File: src/rtl/mux_sel_arbiter_if.sv
// Request/grant bundle between the two selector sources and the arbiter.
interface mux_sel_arbiter_if #(
  parameter int unsigned HOLD_W = 4
);
  logic              req_a;
  logic              req_b;
  logic [HOLD_W-1:0] hold_len;
  logic              sel;
  logic              grant_a;
  logic              grant_b;
  logic              busy;
  logic              switch_pulse;

  // Requester side: raises requests and programs the hold length.
  modport master (
    output req_a, req_b, hold_len,
    input  sel, grant_a, grant_b, busy, switch_pulse
  );

  // Arbiter side.
  modport slave (
    input  req_a, req_b, hold_len,
    output sel, grant_a, grant_b, busy, switch_pulse
  );
endinterface

File: src/rtl/mux_sel_arbiter.sv
// Round-robin arbiter driving the 2:1 selector's sel line. Each grant lasts up to a
// programmable number of cycles; sel only moves when a grant to the other source starts.
module mux_sel_arbiter #(
  parameter int unsigned HOLD_W = 4
) (
  input  logic                  clk,
  input  logic                  rst_n,
  mux_sel_arbiter_if.slave      arb
);

  typedef enum logic [1:0] {StIdle, StGntA, StGntB} state_e;

  localparam logic [HOLD_W-1:0] HoldOne = {{(HOLD_W-1){1'b0}}, 1'b1};

  state_e            r_state, w_state_d;
  logic [HOLD_W-1:0] r_cnt, w_cnt_d;
  logic [HOLD_W-1:0] r_hold, w_hold_d;
  logic              r_last, w_last_d;   // 0 = A served last, 1 = B
  logic              r_sel, w_sel_d;
  logic              r_pulse, w_pulse_d;
  logic              r_busy, w_busy_d;

  logic              w_enter;            // a grant starts (or restarts) on this edge
  logic              w_enter_b;          // the starting grant is for B
  logic              w_expired;

  assign w_expired = (r_cnt == (r_hold - HoldOne));

  // Next-state: arbitration, hold counting and grant-entry bookkeeping.
  always_comb begin
    w_state_d = r_state;
    w_cnt_d   = r_cnt;
    w_hold_d  = r_hold;
    w_last_d  = r_last;
    w_sel_d   = r_sel;
    w_pulse_d = 1'b0;
    w_enter   = 1'b0;
    w_enter_b = 1'b0;

    unique case (r_state)
      StIdle: begin
        if (arb.req_a && arb.req_b) begin
          w_enter   = 1'b1;
          w_enter_b = ~r_last;
        end else if (arb.req_a) begin
          w_enter   = 1'b1;
          w_enter_b = 1'b0;
        end else if (arb.req_b) begin
          w_enter   = 1'b1;
          w_enter_b = 1'b1;
        end
      end
      StGntA: begin
        if (w_expired || !arb.req_a) begin
          if (arb.req_b) begin
            w_enter   = 1'b1;
            w_enter_b = 1'b1;
          end else if (arb.req_a) begin
            w_enter   = 1'b1;
            w_enter_b = 1'b0;
          end else begin
            w_state_d = StIdle;
          end
        end else begin
          w_cnt_d = r_cnt + HoldOne;
        end
      end
      StGntB: begin
        if (w_expired || !arb.req_b) begin
          if (arb.req_a) begin
            w_enter   = 1'b1;
            w_enter_b = 1'b0;
          end else if (arb.req_b) begin
            w_enter   = 1'b1;
            w_enter_b = 1'b1;
          end else begin
            w_state_d = StIdle;
          end
        end else begin
          w_cnt_d = r_cnt + HoldOne;
        end
      end
      default: w_state_d = StIdle;
    endcase

    if (w_enter) begin
      w_state_d = w_enter_b ? StGntB : StGntA;
      w_cnt_d   = '0;
      w_hold_d  = (arb.hold_len == '0) ? HoldOne : arb.hold_len;
      w_last_d  = w_enter_b;
      w_sel_d   = w_enter_b;
      // Re-grant of the current owner leaves sel alone, so no pulse.
      w_pulse_d = (w_enter_b != r_sel);
    end

    w_busy_d = (w_state_d != StIdle);
  end

  // State and registered outputs; reset leaves B as last served so A wins first.
  always_ff @(posedge clk or negedge rst_n) begin
    if (!rst_n) begin
      r_state <= StIdle;
      r_cnt   <= '0;
      r_hold  <= HoldOne;
      r_last  <= 1'b1;
      r_sel   <= 1'b0;
      r_pulse <= 1'b0;
      r_busy  <= 1'b0;
    end else begin
      r_state <= w_state_d;
      r_cnt   <= w_cnt_d;
      r_hold  <= w_hold_d;
      r_last  <= w_last_d;
      r_sel   <= w_sel_d;
      r_pulse <= w_pulse_d;
      r_busy  <= w_busy_d;
    end
  end

  assign arb.sel          = r_sel;
  assign arb.grant_a      = (r_state == StGntA);
  assign arb.grant_b      = (r_state == StGntB);
  assign arb.busy         = r_busy;
  assign arb.switch_pulse = r_pulse;

endmodule
File: src/flat_wrapper.sv
// flat-port wrapper written by rule: the top's interface ports become plain ports
module mux_sel_arbiter_flat 
#(
  parameter int unsigned HOLD_W = 4
)
  (clk, rst_n, arb_req_a, arb_req_b, arb_hold_len, arb_sel, arb_grant_a, arb_grant_b, arb_busy, arb_switch_pulse);
  mux_sel_arbiter_if #(.HOLD_W(HOLD_W)) arb_i ();
  input  logic clk;
  input  logic rst_n;
  input wire logic [$bits(arb_i.req_a)-1:0] arb_req_a;
  input wire logic [$bits(arb_i.req_b)-1:0] arb_req_b;
  input wire logic [$bits(arb_i.hold_len)-1:0] arb_hold_len;
  output wire logic [$bits(arb_i.sel)-1:0] arb_sel;
  output wire logic [$bits(arb_i.grant_a)-1:0] arb_grant_a;
  output wire logic [$bits(arb_i.grant_b)-1:0] arb_grant_b;
  output wire logic [$bits(arb_i.busy)-1:0] arb_busy;
  output wire logic [$bits(arb_i.switch_pulse)-1:0] arb_switch_pulse;
  assign arb_i.req_a = arb_req_a;
  assign arb_i.req_b = arb_req_b;
  assign arb_i.hold_len = arb_hold_len;
  assign arb_sel = arb_i.sel;
  assign arb_grant_a = arb_i.grant_a;
  assign arb_grant_b = arb_i.grant_b;
  assign arb_busy = arb_i.busy;
  assign arb_switch_pulse = arb_i.switch_pulse;
  mux_sel_arbiter #(.HOLD_W(HOLD_W)) u_core (.clk(clk), .rst_n(rst_n), .arb(arb_i));
endmodule
File: config.mk
export PLATFORM = sky130hd
export DESIGN_NAME = mux_sel_arbiter_flat
export DESIGN_NICKNAME = d
export VERILOG_FILES = /design/src/rtl/mux_sel_arbiter_if.sv /design/src/rtl/mux_sel_arbiter.sv /design/src/flat_wrapper.sv
export SDC_FILE = /design/constraint.sdc
export NUM_CORES = 1
export LEC_CHECK = 0
export CAP_MARGIN = 20
export CORE_ASPECT_RATIO = 0.8
export CORE_UTILIZATION = 46
export DETAILED_ROUTE_END_ITERATION = 6
export PLACE_DENSITY = 0.69
export SYNTH_ARGS = -nofsm -noshare
export SYNTH_HDL_FRONTEND = slang
export SYNTH_SLANG_ARGS = --single-unit
File: constraint.sdc
create_clock -name clk -period 2.6 [get_ports clk]
set_input_delay 0.78 -clock clk [delete_from_list [all_inputs] [get_ports clk]]
set_output_delay 0.78 -clock clk [all_outputs]
set_load 0.05 [all_outputs]
==> flow_metrics.tcl, run 1 <==
set metrics [dict create \
    peakVddDrop_v 0.0007296 \
    fin_cells 134 \
    numPortBuffers 12 \
    rows 14 \
    status "complete, no violations" \
    cts-resized-gates 0 \
    final_nets 126 \
    grt_max_degree 19 \
    criticalPathCategory "reg -> reg" \
    ys_seq_elements 14 \
    drv_cap 0 \
    wl_met3_um 69 \
    area_growth_syn_to_layout_pct 16.22 \
    period_needed_ns 2.389 \
    wl_per_cell_um 13.12 \
    crit_path_start_kind "register" \
    clockRootBuffer "clkbuf_4" \
    synth.yosys.seq_area_share_pct 37.80 \
    cts_tree "yes" \
    synthTopCellsByArea "dfrtp_1, ha_1, dfstp_2" \
    fmax_mhz 418.5 \
    antenna_found_initial 0 \
    place_inst 131 \
    drive_gt1_share_pct 14.55 \
    p_leak_nw 0.5037 \
    gp_congestion 0.8653 \
    p_total_mw 1.500 \
    whs_ns 0.5285 \
    insertion_delay_ns 0.27 \
    yosysWarnings 0 \
    rsz0062_at_grt "no" \
    timing_hold_violations_final 0 \
    met2_wirelength_um 746 \
    synth.distinct_cells 32 \
    hold_path_depth 1 \
    drt_iter0_drc 26 \
    timing.rr.end "u_core.r_cnt[1]" \
    yosysTopAreaCell "dfrtp_1" \
    ctsHoldBuffers 0 \
    tns_ns 0 \
    ys.flop_type "dfrtp_1" \
    utilization_pct 57.34 \
    crit_fanout 18 \
    clock_sinks 14 \
    core_area_sq_um 1892 \
    powerDensity_nw_per_um2 1382 \
    grt_overflow 0 \
    clock_path_buffers 2 \
    worst-path-stages 8 \
    dp_hpwl_um 1338 \
    synth_fp_nets 111 \
    fp.dieH_um 42.29 \
    clock_skew_ns 0.003481 \
    grt_pass1_wl_um 3036 \
    r2r_cells 8 \
    initial_utilization_pct 49.34 \
    drt-total-wl_um 1758 \
    tightest_slew_ns 0.6323 \
    min_to "u_core.r_last" \
    antenna_left 0 \
    path_clk_slew_ns 0.08 \
    pin_count 13 \
    grt_usage_pct 18.84 \
    required_ns 2.75 \
    place_area_sq_um 1062 \
    async_reset_ff_share_pct 100.0 \
    post-place-ws_ns 0.1164 \
    syn_inst 97 \
    cts_setup_buffers 0 \
    fin_area_sq_um 1085 \
    avgSynthCellArea_sq_um 9.623 \
    synth.most_common_cell "dfrtp_1" \
    timing.rr.start "u_core.r_hold[0]" \
    critPathArrivalTime_ns 2.54 \
    cts-htree-levels 1 \
    min_from "u_core.r_last" \
    crit_chain "inv_1, ha_1, xnor2_1, or3_4, o21ai_4, nand2_4, a21oi_1, o22ai_1" \
    slowest_delay_ns 0.58 \
    dieArea_sq_um 2214 \
    n_antenna_cell 0 \
    routed.top_layer "met4" \
    period_share_pct 91.89 \
    setup_ws_ns 0.2108 \
    first_pass_iters 4 \
    r2r_slack_ns 0.21 \
    relSlewSlack_pct 57.71 \
    grt_pass1_vias 719 \
    hold_class "reg -> reg" \
    netlist_area_sq_um 933.4 \
    setup_viol 0 \
    die_w_um 52.36 \
    synth_top_area_share_pct 32.17 \
    timing.critical_path.buf_inv 1 \
    crit_family "flip-flops" \
    numCtsBuffers 3 \
    maxSlewViolCount 0 \
    synth_edf_count 0 \
    vias 743 \
    yosys-top-cells-count "dfrtp_1, inv_1, nor2_1" \
    drt-met1-wl_um 925 \
    slowest_stage "dfstp_2" \
    crit_path_end_kind "register" \
    drc 0 \
    viasPerCell 5.545 \
]
[how the worst max path moves through the flow]
| stage | slack [ns] | end | from |
|---|---|---|---|
| 5_1_grt | 0.13 | u_core.r_cnt[0] | u_core.r_hold[0] |
| 3_3_place_gp | 0.21 | u_core.r_cnt[0] | arb_req_a |
| 3_5_place_dp | 0.12 | u_core.r_cnt[0] | arb_req_a |
| 6_report | 0.21 | u_core.r_cnt[1] | u_core.r_hold[0] |
| 4_1_cts | 0.22 | u_core.r_cnt[1] | u_core.r_hold[0] |
| 2_1_floorplan | 0.38 | u_core.r_cnt[3] | u_core.r_state[0] |
[logic make-up after synthesis]
logic type               synth area share [%]
adder cells (fa/ha/maj)                 8.043
AO/OA/AOI/OAI                           17.56
buffers and inverters                   6.166
XOR/XNOR                                9.115
multiplexers                            5.764
AND/OR/NAND/NOR                         15.55
flip-flops                              37.80
[layout make-up]
class	instances	area (sq um)
clock buffers	3	22.52
fillers	180	807.0
inverters	11	41.29
multi-input cells	70	523.0
flip-flops and latches	14	352.8
well taps	24	30.03
repair buffers	12	115.1
[placed cells by master (no fill, tap or decap), drive strengths merged]
master,instances
clkbuf,3
and2,1
a21o,3
dfrtp,12
o22ai,4
xor3,1
a211o,1
mux2,3
a221oi,1
nand3,7
inv,11
xor2,3
nor2,8
o21ai,5
buf,2
xnor2,4
nor3,4
nand4b,1
or3,1
o211ai,1
dfstp,2
ha,6
nand4,1
a221o,1
a22oi,1
a21oi,7
clkdlybuf4s50,10
mux2i,2
nand2,4
[routing by layer]
metal / vias up / GRT usage [%]
met5: - / 0
met4: 0 / 7.368
met3: 2 / 4.348
met2: 23 / 26.84
met1: 350 / 27.44
li1: 368 / -
[state kept, by name, indices dropped and copies added (netlist names)]
register	flops
u_core.arb.busy	1
u_core.arb.sel	1
u_core.arb.switch_pulse	1
u_core.r_cnt	4
u_core.r_hold	4
u_core.r_last	1
u_core.r_state	2
[power by group]
part / internal [mW] / switching, mW
registers: 0.323 / 0.0941
logic: 0.402 / 0.565
clock network: 0.0535 / 0.0617
Note: power is estimated with default switching activity, not from simulation.
==> run 2: changes to the inputs <==
--- a/config.mk
+++ b/config.mk
@@ -8,6 +8,7 @@
 export CAP_MARGIN = 20
 export CORE_ASPECT_RATIO = 0.8
 export CORE_UTILIZATION = 46
+export CTS_CLUSTER_SIZE = 40
 export DETAILED_ROUTE_END_ITERATION = 6
 export PLACE_DENSITY = 0.69
 export SYNTH_ARGS = -nofsm -noshare
==> results of run 2 <==
No change in the layout: final DEF, timing and power equal those of run 1.
